===== src/rtl/input_pkg.sv =====
// Shared types and defaults for the input conditioner: per-button debounce
// state encoding and the default debounce window.
package input_pkg;

    localparam int DEBOUNCE_CYCLES_DEFAULT = 500000;

    typedef enum logic [1:0] {
        IDLE         = 2'd0,
        WAIT_PRESS   = 2'd1,
        PRESSED      = 2'd2,
        WAIT_RELEASE = 2'd3
    } btn_state_t;

    // The debounced level is carried by the FSM state itself.
    function automatic logic is_held(btn_state_t s);
        return (s == PRESSED) || (s == WAIT_RELEASE);
    endfunction

endpackage


===== src/rtl/debounce_fsm.sv =====
// One button: input synchronizer, saturating stability counter and the
// press/release debounce FSM. Emits its state and a one-cycle press event.
module debounce_fsm
    import input_pkg::*;
#(
    parameter int DEBOUNCE_CYCLES = DEBOUNCE_CYCLES_DEFAULT,
    parameter int SYNC_STAGES     = 2
) (
    input  logic       clk,
    input  logic       rst,
    input  logic       din,
    output btn_state_t state,
    output logic       evt
);

    localparam int CNT_W = (DEBOUNCE_CYCLES > 2) ? $clog2(DEBOUNCE_CYCLES) : 1;
    localparam logic [CNT_W-1:0] CNT_LAST = CNT_W'(DEBOUNCE_CYCLES - 1);
    // The count that, incremented once more with a stable input, reaches CNT_LAST.
    localparam logic [CNT_W-1:0] CNT_ARM  = CNT_W'(DEBOUNCE_CYCLES - 2);

    logic [SYNC_STAGES-1:0] sync;
    logic                   synced;
    logic [CNT_W-1:0]       cnt;

    assign synced = sync[SYNC_STAGES-1];

    always_ff @(posedge clk or negedge rst) begin
        if (!rst) begin
            sync <= '0;
        end else begin
            sync <= {sync[SYNC_STAGES-2:0], din};
        end
    end

    always_ff @(posedge clk or negedge rst) begin
        if (!rst) begin
            state <= IDLE;
            cnt   <= '0;
            evt   <= 1'b0;
        end else begin
            evt <= 1'b0;
            case (state)
                IDLE: begin
                    if (synced) begin
                        state <= WAIT_PRESS;
                        cnt   <= '0;
                    end
                end
                WAIT_PRESS: begin
                    if (!synced) begin
                        state <= IDLE;
                    end else if (cnt == CNT_ARM) begin
                        state <= PRESSED;
                        cnt   <= CNT_LAST;
                        evt   <= 1'b1;
                    end else if (cnt != CNT_LAST) begin
                        cnt <= cnt + CNT_W'(1);
                    end
                end
                PRESSED: begin
                    if (!synced) begin
                        state <= WAIT_RELEASE;
                        cnt   <= '0;
                    end
                end
                WAIT_RELEASE: begin
                    if (synced) begin
                        state <= PRESSED;
                    end else if (cnt == CNT_ARM) begin
                        state <= IDLE;
                        cnt   <= '0;
                    end else if (cnt != CNT_LAST) begin
                        cnt <= cnt + CNT_W'(1);
                    end
                end
                default: begin
                    state <= IDLE;
                    cnt   <= '0;
                end
            endcase
        end
    end

endmodule


===== src/rtl/input_conditioner.sv =====
// Board input front end: synchronizes the switches, debounces three buttons
// and serializes their press events onto btn, freezing bytePos around pulses.
module input_conditioner
    import input_pkg::*;
#(
    parameter int DEBOUNCE_CYCLES = DEBOUNCE_CYCLES_DEFAULT,
    parameter int SYNC_STAGES     = 2
) (
    input  logic       clk,
    input  logic       rst,
    input  logic [7:0] swIn,
    input  logic [2:0] btnIn,
    output logic [7:0] bytePos,
    output logic [2:0] btn,
    output logic [2:0] btnLevel
);

    logic [SYNC_STAGES-1:0][7:0] sw_sync;
    btn_state_t                  fsm_state [3];
    logic [2:0]                  evt;
    logic [2:0]                  pending;
    logic [2:0]                  merged;
    logic [2:0]                  grant;

    for (genvar i = 0; i < 3; i++) begin : g_btn
        debounce_fsm #(
            .DEBOUNCE_CYCLES(DEBOUNCE_CYCLES),
            .SYNC_STAGES    (SYNC_STAGES)
        ) u_debounce (
            .clk  (clk),
            .rst  (rst),
            .din  (btnIn[i]),
            .state(fsm_state[i]),
            .evt  (evt[i])
        );
        assign btnLevel[i] = is_held(fsm_state[i]);
    end

    // Fresh events merge into pending; the lowest set bit wins this cycle.
    assign merged = pending | evt;
    assign grant  = merged & (~merged + 3'd1);

    always_ff @(posedge clk or negedge rst) begin
        if (!rst) begin
            sw_sync <= '0;
            pending <= '0;
            btn     <= '0;
            bytePos <= '0;
        end else begin
            sw_sync <= {sw_sync[SYNC_STAGES-2:0], swIn};
            pending <= merged & ~grant;
            btn     <= grant;
            // Hold from the event cycle through the pulse so the write stage sees a stable byte.
            if (!((|merged) || (|btn))) begin
                bytePos <= sw_sync[SYNC_STAGES-1];
            end
        end
    end

endmodule


===== config.mk =====
export PLATFORM = sky130hd
export DESIGN_NAME = input_conditioner
export DESIGN_NICKNAME = d
export VERILOG_FILES = /design/src/rtl/input_pkg.sv /design/src/rtl/debounce_fsm.sv /design/src/rtl/input_conditioner.sv
export SDC_FILE = /design/constraint.sdc
export NUM_CORES = 1
export LEC_CHECK = 0
export ABC_AREA = 1
export CORE_ASPECT_RATIO = 1.4
export CORE_MARGIN = 3
export CORE_UTILIZATION = 65
export CTS_CLUSTER_DIAMETER = 150
export DETAILED_ROUTE_END_ITERATION = 10
export HOLD_SLACK_MARGIN = 0.15
export PLACE_DENSITY = 0.85
export RECOVER_POWER = 25
export SYNTH_ARGS = -nofsm -noshare
export SYNTH_HDL_FRONTEND = slang
export SYNTH_SLANG_ARGS = --single-unit

===== constraint.sdc =====
create_clock -name clk -period 2.2 [get_ports clk]
set_input_delay 0.66 -clock clk [delete_from_list [all_inputs] [get_ports clk]]
set_output_delay 0.66 -clock clk [all_outputs]
set_load 0.05 [all_outputs]

## After elaboration in Yosys (flattened, before gate mapping)

Cells that the tools add are included.

| word-level totals | value |
|---|---|
| bits in registers | 102 |
| bits of input ports | 13 |
| output and inout bits | 14 |
| logic and storage cells | 128 |

| operators by class | value |
|---|---|
| add/subtract/negate cells | 4 |
| equality and inequality tests | 33 |
| mux-type cells | 54 |
| bitwise gates (word level) | 5 |
| reductions and logical operators | 15 |

Operators with widths:

| kind | number |
|---|---|
| two-way mux 19 bit | 21 |
| case mux 19 bit (4 select lines) | 3 |
| adder 19 x 1 -> 19 bit (second input constant) | 3 |
| == test 19 bit (second input constant) | 3 |
| != test 19 bit (second input constant) | 3 |
| two-way mux 2 bit | 18 |
| case mux 2 bit (4 select lines) | 3 |
| AND reduction 4 bit | 6 |
| == test 2 bit (second input constant) | 6 |
| != test 2 x 1 -> 1 bit (second input constant) | 6 |
| != test 2 bit (second input constant) | 6 |
| two-way mux 1 bit | 9 |
| != test 3 x 1 -> 1 bit (second input constant) | 3 |
| != test 3 bit (second input constant) | 3 |
| bitwise AND 3 bit | 2 |
| == test 2 x 1 -> 1 bit (second input constant) | 3 |
| logical NOT 2 bit | 3 |
| NOT 3 bit | 2 |
| OR reduction 3 bit | 2 |
| logical OR 1 bit | 4 |
| adder 3 x 1 -> 3 bit (second input constant) | 1 |
| bitwise OR 3 bit | 1 |

## Logic depth before layout (Yosys ltp)

| depth | value |
|---|---|
| word-level depth | 6 |
| depth in mapped cells | 11 |
| gate-level depth less buffers | 11 |

## Cells and area by module

Synthesis repeated with hierarchy kept, for this count alone.

| unflattened totals | value |
|---|---|
| cell total of the unflattened synthesis | 732 |
| area total of the unflattened synthesis | 5,811.8 µm² |

Modules (own cells, without submodules):

| module | instances | cells an instance | area each (µm²) | seq. area each (µm²) |
|---|---|---|---|---|
| debounce_fsm (g_btn[1].u_debounce ...) | 2 | 224 | 1,614.0 | 600.6 |
| debounce_fsm (g_btn[0].u_debounce) | 1 | 214 | 1,641.6 | 600.6 |
| input_conditioner | 1 | 70 | 942.2 | 725.7 |

## Least setup slack after synthesis

No wires, ideal clock.

| timing | value |
|---|---|
| path kind | register to output |
| from | register (tool-made name) |
| to | output btnLevel[0] |
| arrival time | 920 ps |
| data required time | 1,540 ps |
| setup slack | 620 ps |
| cell stages (with the launch flop) | 3 |
| path buffers | 2 |
| cell sequence | dfrtp_1 -> clkbuf_2 -> clkbuf_1 |

RTL lines:

| element | line | RTL |
|---|---|---|
| end: declaration | input_conditioner.sv:15 | `output logic [2:0] btnLevel` |

## Worst setup path after layout

| timing | value |
|---|---|
| from | register bytePos[3] |
| to | output bytePos[3] |

RTL lines:

| element | line | RTL |
|---|---|---|
| start: declaration | input_conditioner.sv:13 | `output logic [7:0] bytePos,` |
| start signal: assignment | input_conditioner.sv:55 | `bytePos <= sw_sync[SYNC_STAGES-1];` |

No word-level cell between the ends.

==> results.py <==
metrics = {
    "synth": {
        "synthArstFlopShare_pct": 100,
        "synth_area_leader_cell": "dfrtp_1",
        "syn-instance-count": 732,
        "synth-seq-cells": 101,
        "syn_area_sq_um": 5430,
        "synth_area_leaders": "dfrtp_1, nand2_1, nor2_1",
        "synth_cell_types": 33,
        "yosys.area.top_type_share_pct": 46.6,
        "yosysMostFrequentCell": "nand2_1",
        "ys_seq_area_share_pct": 46.6,
        "syn_avg_cell_area_sq_um": 7.41,
        "syn_nets": 751,
        "synth-main-ff-cell": "dfrtp_1",
        "synthTopCellsByCount": "nand2_1, dfrtp_1, nor2_1",
        "synth_edf_count": 0,
        "yosysWarnings": 0,
    },
    "global_route": {
        "grt_pass1_vias": 4713,
        "grt-ovfl-total": 0,
        "antenna_found_initial": 0,
        "grt_max_degree": 37,
        "track_usage_pct": 27.3,
        "grt_pass1_wl_mm": 21.1,
    },
    "layout": {
        "register_area_sq_um": 2530,
        "fin_util_pct": 75.8,
        "fin_nets": 785,
        "syn2layout_area_growth_pct": 11.0,
        "fillCellCount": 593,
        "multi_input_area_sq_um": 2530,
        "drive_above_1_share_pct": 7.39,
        "antennaDiodeCount": 0,
    },
    "clock_network": {
        "root_buffer": "clkbuf_8",
        "clkSinkCount": 101,
        "cts_buffers": 9,
        "hold_buffers": 0,
        "cts_tree": "yes",
        "htreeDepth": 3,
        "post_cts_buffers": 0,
        "clk_path_buf_depth": 2,
        "clk_pin_slew_ns": 0.11,
        "clock_latency_ns": 0.38,
    },
    "route": {
        "vias": 4819,
        "drtIter0Drc": 355,
        "wirelength_mm": 12.1,
        "via_per_inst": 5.53,
        "antenna_left": 0,
        "dr.pass1.iters": 5,
        "drc_errors": 0,
        "post_drt_wl_per_cell_microns": 13.9,
    },
    "sta": {
        "rsz0062_at_grt": "false",
        "period_needed_ns": 1.97,
        "finalSetupViolCount": 0,
        "finClkSkew_ns": 0.0108,
        "min_period_over_period_pct": 89.6,
        "slew_viol_final": 0,
        "finalHoldViolCount": 0,
        "slew_headroom_pct": 37.2,
        "tns_ns": 0,
        "fmax_mhz": 507,
        "worstMarginPinSlew_ns": 0.942,
    },
    "worst_setup_path": {
        "slowest_stage": "dlygate4sd2_1",
        "worst-setup-path-type": "reg -> out",
        "critPathLaunchType": "flop",
        "critPathCaptureType": "output pin",
        "critPathArrivalTime_ns": 1.31,
        "cpLargestDelayFamily": "buffers and inverters",
        "max_stage_delay_ns": 0.55,
        "worst-path-max-fanout": 2,
        "path_cells": "dlygate4sd2_1",
        "worstPathRequired_ns": 1.54,
        "critPathBufInv": 1,
    },
    "power": {
        "peakVddDrop_uv": 558,
        "power.density_nw_per_um2": 582,
        "leakage_uw": 0.00294,
    },
    "place": {
        "io_buffers": 26,
        "gp_congestion": 0.937,
        "post-dp-hpwl_mm": 8.90,
    },
    "die": {
        "initial_core_util_pct": 68.3,
        "dieArea_sq_um": 9500,
        "die_y_microns": 114,
        "die_w_microns": 83.2,
        "core.rowCount": 38,
        "ios": 27,
        "core_area_sq_um": 7940,
    },
    "min_path": {
        "hold_path_class": "reg -> reg",
    },
    "job": {
        "drv_cap": 0,
    },
    "run_status": {
        "status": "completed",
    },
}
==> worst paths after layout <==
kind	to	from	slack, ns	cells past startpoint
worst max-delay path	bytePos[3]	bytePos[3]	0.23	1
min in group asynchronous	g_btn[1].u_debounce.cnt[1]	rst	0.40	1
max in group asynchronous	g_btn[0].u_debounce.cnt[2]	rst	1.04	2
worst min register to register	g_btn[0].u_debounce.sync[1]	g_btn[0].u_debounce.sync[0]	0.36	0
worst max register to register	g_btn[0].u_debounce.cnt[4]	flop	0.37	8
worst min-delay path	g_btn[0].u_debounce.sync[1]	g_btn[0].u_debounce.sync[0]	0.36	0
==> per-stage QoR <==
stage	hold slack (ns)	std cells	setup WS (ns)	power [uW]	area (sq um)
after floorplan	0.331	732	0.620	2120	5430
after global placement	0.332	855	0.414	2230	5820
after CTS	0.236	871	0.209	3520	6030
after global routing	0.373	871	0.183	3640	6020
after detailed placement	0.336	855	0.353	2250	5820
final	0.359	871	0.228	3500	6020
==> layout make-up <==
| type | count | share of cell area (%) |
|---|---|---|
| well taps | 100 | 2.08 |
| flip-flops and latches | 101 | 42.0 |
| clock buffers | 9 | 2.06 |
| repair buffers | 35 | 5.15 |
| clock inverters | 7 | 1.66 |
| multi-input cells | 538 | 42.0 |
| inverters | 81 | 5.05 |
==> routing by layer <==
layer	track usage, %	vias up	share of wire [%]
met2	50.4	157	53
met5	0	-	0
met1	31.3	2257	40
li1	-	2371	-
met3	4.32	34	3.8
met4	11.7	0	2.8
==> flip-flops by register name (all words and copies together) (netlist names), named ones only <==
register,cells
g_btn.u_debounce.cnt,57
sw_sync,16
bytePos,8
g_btn.u_debounce.sync,6
btn,3
g_btn.u_debounce.evt,3
g_btn.u_debounce.state,3
pending,2
==> power breakdown <==
part / total [uW] / internal, uW / switching [uW]
Sequential: 1950 / 1900 / 48.6
Combinational: 250 / 85.4 / 164
Clock: 1300 / 563 / 738
==> cells in the final DEF (no fill, tap or decap), types with 4 or more instances in the layout <==
cell,n
nand2_1,255
dfrtp_1,101
nor2_1,99
inv_1,77
nand3_1,56
nand4_1,25
nor3_1,23
xor2_1,12
dlygate4sd2_1,11
buf_4,10
clkbuf_8,9
mux2_2,8
xnor2_1,7
o21ai_0,7
nor2_2,6
a21oi_1,6
ha_1,6
clkdlybuf4s50_1,6
dlygate4sd3_1,5
inv_2,4
nor2_4,4
==> kinds of logic after synthesis <==
| family | Yosys count | synth area share (%) |
|---|---|---|
| AOI/OAI and AO/OA | 22 | 2.33 |
| xor gates and xnor gates | 20 | 3.37 |
| adders and majority gates | 6 | 1.38 |
| buffers and inverters | 93 | 6.80 |
| DFF | 101 | 46.6 |
| muxes | 8 | 1.66 |
| and+or+nand+nor | 482 | 37.9 |
==> repair_timing <==
| item | 4_1_cts | 5_1_grt |
|---|---|---|
| endpoints found under the hold margin | 0 | 0 |
| setup endpoints to repair | 11 | 0 |
| gates resized for setup | 11 | 0 |
No activity file was read; power rests on OpenSTA's default activity.
